### config.mk
export PLATFORM = sky130hd
export DESIGN_NAME = hrm_outbox
export DESIGN_NICKNAME = d
export VERILOG_FILES = /design/src/rtl/hrm_pkg.sv /design/src/rtl/hrm_fifo_mem.sv /design/src/rtl/hrm_outbox.sv
export SDC_FILE = /design/constraint.sdc
export NUM_CORES = 1
export LEC_CHECK = 0
export ABC_AREA = 1
export ABC_CLOCK_PERIOD_IN_PS = 4700
export CORE_MARGIN = 5
export CORE_UTILIZATION = 60
export CTS_CLUSTER_DIAMETER = 40
export DETAILED_ROUTE_END_ITERATION = 12
export GPL_TIMING_DRIVEN = 0
export PLACE_DENSITY = 0.8
export SYNTH_ARGS = -nofsm -noshare
export SYNTH_HDL_FRONTEND = slang
export SYNTH_SLANG_ARGS = --single-unit
### constraint.sdc
create_clock -name clk -period 4.7 [get_ports clk]
set_input_delay 0.47 -clock clk [delete_from_list [all_inputs] [get_ports clk]]
set_output_delay 0.47 -clock clk [all_outputs]
set_load 0.02 [all_outputs]
### src/rtl/hrm_pkg.sv
// hrm_pkg: constants shared across the HRM CPU I/O blocks.
//   HRM_DATA_W    - width of register R and of one queued I/O value
//   HRM_IO_ADDR_W - log2 depth of the inbox/outbox queues
//   HRM_OP_OUTBOX - opcode of the OUTBOX instruction (bench-side decoding)
package hrm_pkg;

  localparam int unsigned HRM_DATA_W    = 8;
  localparam int unsigned HRM_IO_ADDR_W = 5;
  localparam logic [3:0]  HRM_OP_OUTBOX = 4'b0001;

endpackage

### src/rtl/hrm_fifo_mem.sv
// hrm_fifo_mem: DEPTH x DATA_W storage for the HRM I/O queues.
// One synchronous write port, one asynchronous read port, no reset.
//   clk     - clock
//   we_i    - write enable
//   waddr_i - write address
//   wdata_i - write data
//   raddr_i - read address
//   rdata_o - read data (combinational from raddr_i)
module hrm_fifo_mem #(
  parameter int unsigned DATA_W = 8,
  parameter int unsigned ADDR_W = 5
) (
  input  logic              clk,
  input  logic              we_i,
  input  logic [ADDR_W-1:0] waddr_i,
  input  logic [DATA_W-1:0] wdata_i,
  input  logic [ADDR_W-1:0] raddr_i,
  output logic [DATA_W-1:0] rdata_o
);

  localparam int unsigned DEPTH = 2 ** ADDR_W;

  logic [DATA_W-1:0] mem_q [DEPTH];

  always_ff @(posedge clk) begin
    if (we_i) begin
      mem_q[waddr_i] <= wdata_i;
    end
  end

  assign rdata_o = mem_q[raddr_i];

endmodule

### src/rtl/hrm_outbox.sv
// hrm_outbox: first-word-fall-through output queue of the HRM CPU.
//   clk, i_rst  - clock, synchronous active-high reset
//   wO, i_data  - push strobe (ControlUnit OUTBOX state) and value of R
//   i_clear     - synchronous flush (storage untouched)
//   outFull     - queue holds DEPTH entries (ControlUnit stalls on it)
//   o_data      - head entry, 0 when nothing is valid
//   o_valid     - head entry available; i_ready - consumer takes head
//   o_empty     - queue holds 0 entries
//   o_count     - occupancy 0..DEPTH
//   o_overflow  - sticky: push attempted while full
module hrm_outbox
  import hrm_pkg::*;
#(
  parameter int unsigned DATA_W = HRM_DATA_W,
  parameter int unsigned ADDR_W = HRM_IO_ADDR_W
) (
  input  logic              clk,
  input  logic              i_rst,
  input  logic              wO,
  input  logic [DATA_W-1:0] i_data,
  input  logic              i_clear,
  output logic              outFull,
  output logic [DATA_W-1:0] o_data,
  output logic              o_valid,
  input  logic              i_ready,
  output logic              o_empty,
  output logic [ADDR_W:0]   o_count,
  output logic              o_overflow
);

  localparam logic [ADDR_W:0] DEPTH_CNT = {1'b1, {ADDR_W{1'b0}}};

  logic [ADDR_W-1:0] wr_ptr_q, wr_ptr_d;
  logic [ADDR_W-1:0] rd_ptr_q, rd_ptr_d;
  logic [ADDR_W:0]   count_q, count_d;
  logic              full_q, empty_q, valid_q, ovf_q, ovf_d;
  logic              push_ok, pop_ok, mem_we;
  logic [DATA_W-1:0] rd_data;

  // Both accept terms use only registered flags, so there is no
  // combinational path from wO/i_ready to outFull/o_valid.
  assign push_ok = wO & ~full_q;
  assign pop_ok  = valid_q & i_ready;
  assign mem_we  = push_ok & ~i_clear & ~i_rst;

  always_comb begin
    wr_ptr_d = wr_ptr_q;
    rd_ptr_d = rd_ptr_q;
    count_d  = count_q;
    ovf_d    = ovf_q | (wO & full_q);
    if (push_ok) begin
      wr_ptr_d = wr_ptr_q + 1'b1;
    end
    if (pop_ok) begin
      rd_ptr_d = rd_ptr_q + 1'b1;
    end
    if (push_ok && !pop_ok) begin
      count_d = count_q + 1'b1;
    end else if (pop_ok && !push_ok) begin
      count_d = count_q - 1'b1;
    end
    if (i_clear) begin
      wr_ptr_d = '0;
      rd_ptr_d = '0;
      count_d  = '0;
      ovf_d    = 1'b0;
    end
  end

  // Flags are registered from the next count rather than decoded from
  // count_q, keeping them glitch-free and aligned with o_count.
  always_ff @(posedge clk) begin
    if (i_rst) begin
      wr_ptr_q <= '0;
      rd_ptr_q <= '0;
      count_q  <= '0;
      full_q   <= 1'b0;
      empty_q  <= 1'b1;
      valid_q  <= 1'b0;
      ovf_q    <= 1'b0;
    end else begin
      wr_ptr_q <= wr_ptr_d;
      rd_ptr_q <= rd_ptr_d;
      count_q  <= count_d;
      full_q   <= (count_d == DEPTH_CNT);
      empty_q  <= (count_d == '0);
      valid_q  <= (count_d != '0);
      ovf_q    <= ovf_d;
    end
  end

  hrm_fifo_mem #(
    .DATA_W (DATA_W),
    .ADDR_W (ADDR_W)
  ) u_mem (
    .clk     (clk),
    .we_i    (mem_we),
    .waddr_i (wr_ptr_q),
    .wdata_i (i_data),
    .raddr_i (rd_ptr_q),
    .rdata_o (rd_data)
  );

  assign outFull    = full_q;
  assign o_empty    = empty_q;
  assign o_valid    = valid_q;
  assign o_count    = count_q;
  assign o_overflow = ovf_q;
  assign o_data     = valid_q ? rd_data : '0;

endmodule
==> results by stage, run 1 <==
Route:
- Summed over all layers, the routed wires come to 30.0 mm.
- The average wire length per cell after detail routing is 21.6 um.
- In the routed layout, each cell is associated on average with a via count of 5.98.
- The final route contains 8,310 vias.
- The DRC violation count after routing is 0.
- The first detailed-routing pass ran for 6 iterations.
- In this run, the number of DRC markers left after iteration 0 of detailed routing was 1,136.
- Once detail routing completed, the nets flagged for antenna violations numbered 0.

CTS:
- The clock latency reported for the late side of the worst-skew pair is 0.50 ns.
- The clock passes through at most 3 buffers.
- The clock slew at the register clock pins of the worst setup and hold paths is 0.06 ns.
- In this run, post-CTS hold repair placed 0 buffers.
- TritonCTS built the clock tree.
- The number of cells upsized or downsized after cts is 0.
- The post-CTS setup buffer count is 0.
- The clock drives 281 sinks.
- The total CTS buffers is 35.
- The tree is rooted in a clkbuf_16.
- The H-tree was split into 2 levels.

Critical path:
- The worst stage delay on the critical path is 0.64 ns.
- The maximum fanout along the worst path is 10.
- Data arrives at the worst endpoint at 3.18 ns.
- The setup check on the worst reg-to-reg path leaves a slack of 2.35 ns.
- The total buffers and inverters traversed by the critical path is 4.
- For the worst setup path, the data required time is 4.23 ns.
- The reg-to-reg startpoint is outFull.
- Traced cell by cell, the critical path runs through buf_2, inv_1, clkbuf_1, nand3_1, a21oi_1, o21ai_0, nor2_1, clkdlybuf4s50_1.
- The critical path is of the reg -> out type.
- In this design, the largest share of critical-path delay is due to buffers and inverters.
- In this run the critical register-to-register path is captured at u_mem.mem_q[2][3].
- The kind of start point of the critical path is a flip-flop.
- STA classifies the critical path endpoint as an output port.
- The cell with the largest stage delay on the worst path is clkdlybuf4s50_1.
- Counting cells, the worst reg-to-reg path comes to 5.

Synth:
- The arithmetic-cell share of the synthesized area counting full adders, half adders and majority gates is 0.00755.
- For this run, the leading register cell type out of synthesis is edfxtp_1.
- The number of standard cells after synthesis is 1,038.
- The number of flops mapped to enable cells by yosys is 256.
- The largest total area in the synthesized netlist belongs to edfxtp_1.
- After synthesis, the share of flip-flops with an asynchronous set or reset is 0.
- The count of warnings emitted by yosys is 0.
- The per-instance average area after synthesis is 11.2 sq um.
- The post-synthesis compound-gate area fraction is 0.0549.
- After synthesis, the share of cell area in mux cells is 0.
- The number of different library cells used by synthesis comes to 33.
- Counting every net in the synthesized netlist gives 1,058.
- The combinational family with the most area after synthesis is simple AND/OR/NAND/NOR gates.
- Of the synthesized area, sequential elements account for 0.705.
- The number of synthesized register bits is 281.
- Ranked by total cell area, the synthesized netlist is headed by edfxtp_1 (66%), nand2_1 (8.3%), nand3_1 (5.8%).
- The post-synthesis share of cell area spent on xor and xnor gates is 0.00302.
- The proportion of netlist area held by the largest area contributor is 0.662.
- Of the total synthesized cell area, the portion taken by AND, OR, NAND and NOR gates is 0.197.
- The netlist area before placement is 11,600 sq um.

Floorplan:
- For this configuration, the core starts out at a cell density of 0.614.
- The standard-cell row count is 50.
- In this run the count of I/O pins placed on the die edge is 31.
- The horizontal extent of the die is 149 um.
- The die covers 22,200 sq um.
- The area of the placeable core is 18,900 sq um.
- The overall die height is 149 um.

Power and ir drop:
- The share of total power dissipated in the clock network is 0.464.
- The worst voltage drop across the vdd grid is 426 uV.
- The share of total power dissipated in combinational logic is 0.062.
- The total design power is 5.81 mW.
- For this design the total switching power over the nets is 1.28 mW.
- The switching share of total power is 0.220.
- For this design the ratio of total power to cell area is 434 nW/um^2.
- The internal power contribution is 4.54 mW.
- The share of total power dissipated in sequential elements is 0.474.
- For this design the static power due to leakage is 4.82 nW.

Placement:
- In this run the cell area measured after placement is 12,200 sq um.
- Buffers placed on the I/O ports in this run total 30.
- The detailed placer's ending HPWL is 19.3 mm.
- At the end of routability-driven placement, the weighted congestion stood at 0.985.

GRT:
- Summed over all layers, the global routing overflow is 0.
- Entering global routing, the biggest net connects 33 pins.
- The number of global-route vias before repair is 8,058.
- Across every metal layer, demand over resource in global routing totals 0.272.
- The number of antenna violations at the first check in global routing came to 0.
- The wire length of the first global-routing pass is 45.7 mm.

Layout:
- In the final layout, the share of cells above drive strength 1 is 0.103.
- For this run, the post-layout net count is 1,125.
- The post-synthesis to final-layout area growth is 15.5%.
- The cell area after layout is 13,400 sq um.
- The number of antenna diodes in the final layout is 0.

STA:
- Derived from the worst setup path, the maximum achievable clock frequency is 274 MHz.
- Setup repair after global routing left no endpoint under its margin.
- The final-report hold violation count is 0.
- The final worst-path cycle share is 0.778.
- Between clock sinks in the finished design, the worst skew comes to 0.0130 ns.
- The total negative slack is 0 ns.
- The number of endpoints failing setup at the final stage is 0.
- For the pin with the worst max-slew slack, the measured transition is 1.37 ns.
- The final count of pins violating max slew is 0.
- In this run the tightest slew margin relative to its limit is 0.0868.
- For the finished layout, the period the worst path requires is 3.65 ns.

Min path:
- The type of the most critical hold path is reg -> reg.
- The worst hold path was traced through 2 stages.
- The start point of the worst min-delay path is o_overflow.
- The hold-critical path endpoint is o_overflow.

Job:
- The tool flagged a number of max-cap violations equal to 0.

Run status:
- The run finished with clean final reports.
==> worst register-to-register path: cells and delay by family (launching register included) <==
| kind | cells | cell delay (ns) |
|---|---|---|
| buffers and inverters | 1 | 0.07 |
| DFF | 1 | 0.37 |
| and+or+nand+nor | 4 | 1.52 |
==> stage by stage <==
| stage | setup WS (ns) | util | cells | hold slack, ns |
|---|---|---|---|---|
| 2_1_floorplan | 2.79 | - | 1038 | 0.494 |
| 3_3_place_gp | 1.47 | 0.647 | 1328 | 0.459 |
| 3_5_place_dp | 1.43 | 0.647 | 1328 | 0.464 |
| 4_1_cts | 1.20 | 0.710 | 1390 | 0.505 |
| 5_1_grt | 0.977 | 0.709 | 1390 | 0.536 |
| 6_report | 1.05 | 0.709 | 1390 | 0.500 |
==> synth_stat cells, types with 3 or more instances <==
master and instances:
a21oi_1 31, buf_2 40, clkbuf_1 11, dfxtp_1 25, edfxtp_1 256, ha_1 7, inv_1 24, inv_2 5
nand2_1 257, nand3_1 134, nor2_1 132, nor2_4 3, nor3_1 5, o21ai_0 59, o21ai_1 9, o22ai_1 8
o31ai_1 7
==> layout by cell type (no fill, tap or decap), types with 25 or more instances in the layout <==
cell type,netlist,final
clkbuf_16,0,35
edfxtp_1,256,256
nand2_1,257,257
dfxtp_1,25,25
o21ai_0,59,59
nand3_1,134,134
a21oi_1,31,31
nor2_1,132,132
clkdlybuf4s50_1,0,28
buf_2,40,42
==> metal layers <==
metal	global-route usage	part of all wire	vias to the layer above
met3	0.0580	0.12	89
met2	0.434	0.47	558
met5	0	0	-
li1	-	-	3768
met1	0.370	0.37	3895
met4	0.109	0.039	0
==> registers in the layout, summed over array words and instances (netlist names), named ones only <==
name and flops:
u_mem.mem_q 256, outFull 1, o_overflow 1, wr_ptr_q 5
o_valid 1, rd_ptr_q 5, o_count 6, o_empty 1
==> final cells by class <==
type | instances | area, sq um
Buffer | 54 | 260
Sequential cell | 281 | 8190
Clock buffer | 40 | 915
Timing Repair Buffer | 30 | 290
Tap cell | 260 | 325
Clock inverter | 22 | 268
Multi-Input combinational cell | 673 | 3040
Inverter | 30 | 115
Fill cell | 1322 | 5490
==> cell families (layout without fill, tap and decap cells) <==
kind of cell,count (synthesis),in the layout
flip-flops,281,281
adder cells (fa/ha/maj),7,7
buffers and inverters,84,176
AND/OR/NAND/NOR,543,543
AO/OA/AOI/OAI,119,119
XOR/XNOR,4,4
==> power by group through the flow <==
| stage | registers, mW | clock network (mW) | logic [mW] |
|---|---|---|---|
| 2_1_floorplan | 2.81 | 0 | 0.187 |
| 3_3_place_gp | 2.81 | 0 | 0.344 |
| 3_5_place_dp | 2.81 | 0 | 0.351 |
| 4_1_cts | 2.75 | 2.71 | 0.355 |
| 5_1_grt | 2.75 | 2.84 | 0.389 |
| 6_report | 2.75 | 2.70 | 0.361 |
==> worst max-delay path by stage <==
stage | startpoint | endpoint | slack (ns) | cells after the start
finish | flip-flop | o_data[4] | 1.05 | 8
global route | flip-flop | o_data[5] | 0.98 | 10
CTS | flip-flop | o_data[4] | 1.20 | 8
detailed placement | i_rst | u_mem.mem_q[14][3] | 1.43 | 6
global placement | i_clear | u_mem.mem_q[14][2] | 1.47 | 6
floorplan | flip-flop | o_data[1] | 2.79 | 9
(Power assumes the default switching activity.)
==> run 2: changes to the inputs <==
- ABC_CLOCK_PERIOD_IN_PS: 4700 -> 3200
- CORE_UTILIZATION: 60 -> 55
- PLACE_DENSITY: 0.8 -> 0.77
- clock period: 4.7 -> 3.2 ns (I/O delays scaled with it)
==> run 2 against run 1 <==
  * Register-to-register slack lost 1.5 ns
  * Non-clock buffer count shrank 1
  * Clock power grew 38%
  * Combinational power grew 44%
  * Final cell count grew 0.94%
  * Count of clock-buffer cells in the layout grew 2
  * Global-route usage shrank 2.8 points
==> results by stage, run 2 (synthesis results as in run 1) <==
Run status:
- The run finished with clean final reports.

Placement:
- The wire-length estimate of the detail-placed layout is 18.9 mm.
- The pre-CTS worst setup slack is 0.144 ns.
- Routability-driven placement finished with a final weighted congestion of 0.980.
- The number of buffers added on ports is 30.

STA:
- Setup repair after global routing left no endpoint under its margin.
- The worst path needs 3.05 ns of the cycle, external delays included.
- The final setup skew is 0.0174 ns.
- The final-report hold violation count was 0.
- The worst slack on hold paths is 0.433 ns.
- The final count of pins violating max slew is 0.
- Setup violations remaining at the end of the flow were counted as 0.
- Headroom to the max-slew limit came out at 0.0831.
- The fmax is 327 MHz.
- The worst path setup slack after routing is 0.146 ns.
- Summed over all failing endpoints, the final setup total negative slack is 0 ns.
- In the finished design, the share of the clock period the worst path needs comes to 0.954.
- At the pin with the least slew margin, the transition time is 1.37 ns.

CTS:
- The tree is rooted in a clkbuf_16.
- Clock-pin slew was measured on the worst setup and hold paths at 0.06 ns.
- TritonCTS built the clock tree.
- The clock latency reported for the late side of the worst-skew pair is 0.50 ns.
- The clock sink total is 281.
- After clock tree synthesis, the setup repair step added 0 buffers.
- The total CTS buffers is 35.
- The number of levels the H-tree was split into is 2.
- The maximum buffer depth of the clock tree is 3.
- The count of hold buffers inserted by post-cts repair is 0.

Route:
- The number of DRC markers in iteration 0 is 1,025.
- The first-pass iteration count of the detailed router is 5.
- Summed over all layers, the routed wires come to 29.2 mm.
- Dividing the detail-routed wire length by the instance count gives 20.8 um.
- Summed over all nets, wire length on met2 after detailed routing comes to 14.1 mm.
- The met3 wire length is 2.95 mm.
- The residual antenna-violating net count after detailed routing is 0.
- After detailed routing, the number of remaining DRC violations is 0.
- The via count is 8,182.
- After detailed routing, the wire length on met1 is 11.1 mm.
- The uppermost metal layer occupied by signal nets is met4.
- The via density per instance is 5.83.

Floorplan:
- 31 I/O pins were placed.
- The standard-cell row count is 53.
- The horizontal extent of the die is 155 um.
- The starting density of the core is 0.556.
- The overall die height is 155 um.
- The area enclosed by the die boundary is 24,100 sq um.
- The area of the placeable core is 20,900 sq um.

Layout:
- The total number of nets in the final design is 1,124.
- The top cell types in the final layout, fill and taps aside, are nand2_1 (257), edfxtp_1 (256), nand3_1 (134).
- The library cell used most frequently in the layout, excluding fill and tap cells, is nand2_1.
- The post-synthesis to final-layout area growth is 15.4%.
- In the final layout, the share of cells above drive strength 1 is 0.103.
- The largest register by flop count is u_mem.mem_q.
- Once layout is complete, the utilization of the core stands at 0.641.
- The flip-flop count of the largest register, all copies and words added is 256.
- The number of diodes added for antenna fixing is 0.

Critical path:
- The kind of critical path is reg -> out.
- For the worst setup path, the data arrival time is 2.73 ns.
- The worst stage delay on the critical path is 0.35 ns.
- On the critical path, the stage with the largest delay is an instance of dlygate4sd2_1.
- The worst flop-to-flop path endpoint is u_mem.mem_q[10][7].
- The signal on the critical path passes through buf_2, buf_4, buf_2, a21oi_1, o31ai_1, nand2_1, nor2_1, nor2_1, dlygate4sd2_1.
- The kind of start point of the critical path is a flip-flop.
- The worst setup path is captured at an output port.
- The maximum fanout along the worst path is 10.
- The worst register-to-register path has a setup slack of 0.90 ns.
- The reg-to-reg startpoint is outFull.
- The logic depth of the worst register-to-register path is 5.
- The critical path required time is 2.88 ns.

Job:
- The number of max-cap violations is 0.

Min path:
- Counting instances, the worst hold path has a depth of 1.
- The startpoint identified for the worst hold timing path is i_data[2].
- The hold-critical path endpoint is u_mem.mem_q[4][2].
- The type of the most critical hold path is in -> reg.

Power and ir drop:
- The static power due to leakage is 4.88 nW.
- In this run the power density over the cells is 619 nW/um^2.
- The worst voltage drop across the vdd grid is 384 uV.

GRT:
- The total global-route track usage is 0.245.
- The number of global-route vias before repair is 8,112.
- Summed over all layers, the global routing overflow is 0.
- The number of antenna violations at the first check in global routing is 0.
- The first global-routing pass estimated 44.6 mm of wire.
- The maximum number of pins on one net before global-route repair is 33.
## run 2: cell count changes in the layout (fill, tap and decap cells not counted), sizes merged, moves of 4 or more
cell	change
clkdlybuf4s50	-7
buf	-4
clkinv	+4
dlymetal6s2s	+5
clkbuf	+4
inv	-6
## run 2: final cells by class
type | count | area (sq um)
Sequential cell | 281 | 8190
Fill cell | 1596 | 7500
Multi-Input combinational cell | 673 | 3040
Clock buffer | 42 | 945
Tap cell | 275 | 344
Timing Repair Buffer | 30 | 304
Buffer | 53 | 288
Clock inverter | 19 | 161
Inverter | 30 | 115
## run 2: worst max-delay path: cells and delay by family (launching register included)
family	cells	cell delay (ns)
buffers and inverters	4	1.02
AND/OR/NAND/NOR	3	0.53
AO/OA/AOI/OAI	2	0.37
flip-flops	1	0.30
## run 2: how the worst max path moves through the flow
stage	from	end	cells past startpoint
2_1_floorplan	flip-flop	o_data[1]	9
3_3_place_gp	i_rst	u_mem.mem_q[10][2]	6
3_5_place_dp	i_rst	u_mem.mem_q[10][2]	6
4_1_cts	flip-flop	o_data[6]	12
5_1_grt	flip-flop	o_data[0]	12
6_report	flip-flop	o_data[0]	9
## run 2: report_power, final
part	leakage, nW	switching, mW	internal [mW]
clock network	0.535	1.45	2.27
logic	1.84	0.363	0.158
registers	2.50	0.0214	4.02
total	4.88	1.84	6.45
## run 2: timing repair
| item | in CTS | in global routing |
|---|---|---|
| hold endpoints to repair | 0 | 0 |
| gates cloned | 0 | 0 |
| resized for setup | 14 | 10 |
| setup endpoints to repair | 8 | 5 |
## run 2: metal layers
metal / vias up / GRT usage
li1: 3757 / -
met1: 3882 / 0.319
met2: 453 / 0.411
met3: 90 / 0.0459
met4: 0 / 0.0963
met5: - / 0
## run 2: metrics by stage
step | cells | instance area, sq um | power (mW)
global placement | 1343 | 12300 | 4.62
finish | 1403 | 13400 | 8.29
CTS | 1404 | 13400 | 8.31
floorplan | 1038 | 11600 | 4.40
detailed placement | 1343 | 12300 | 4.64
global route | 1403 | 13400 | 8.54
==> run 3: changes to the inputs <==
- HOLD_SLACK_MARGIN: unset -> 0.02
==> results of run 3 <==
Final layout, timing and power as in run 2 (identical DEF).
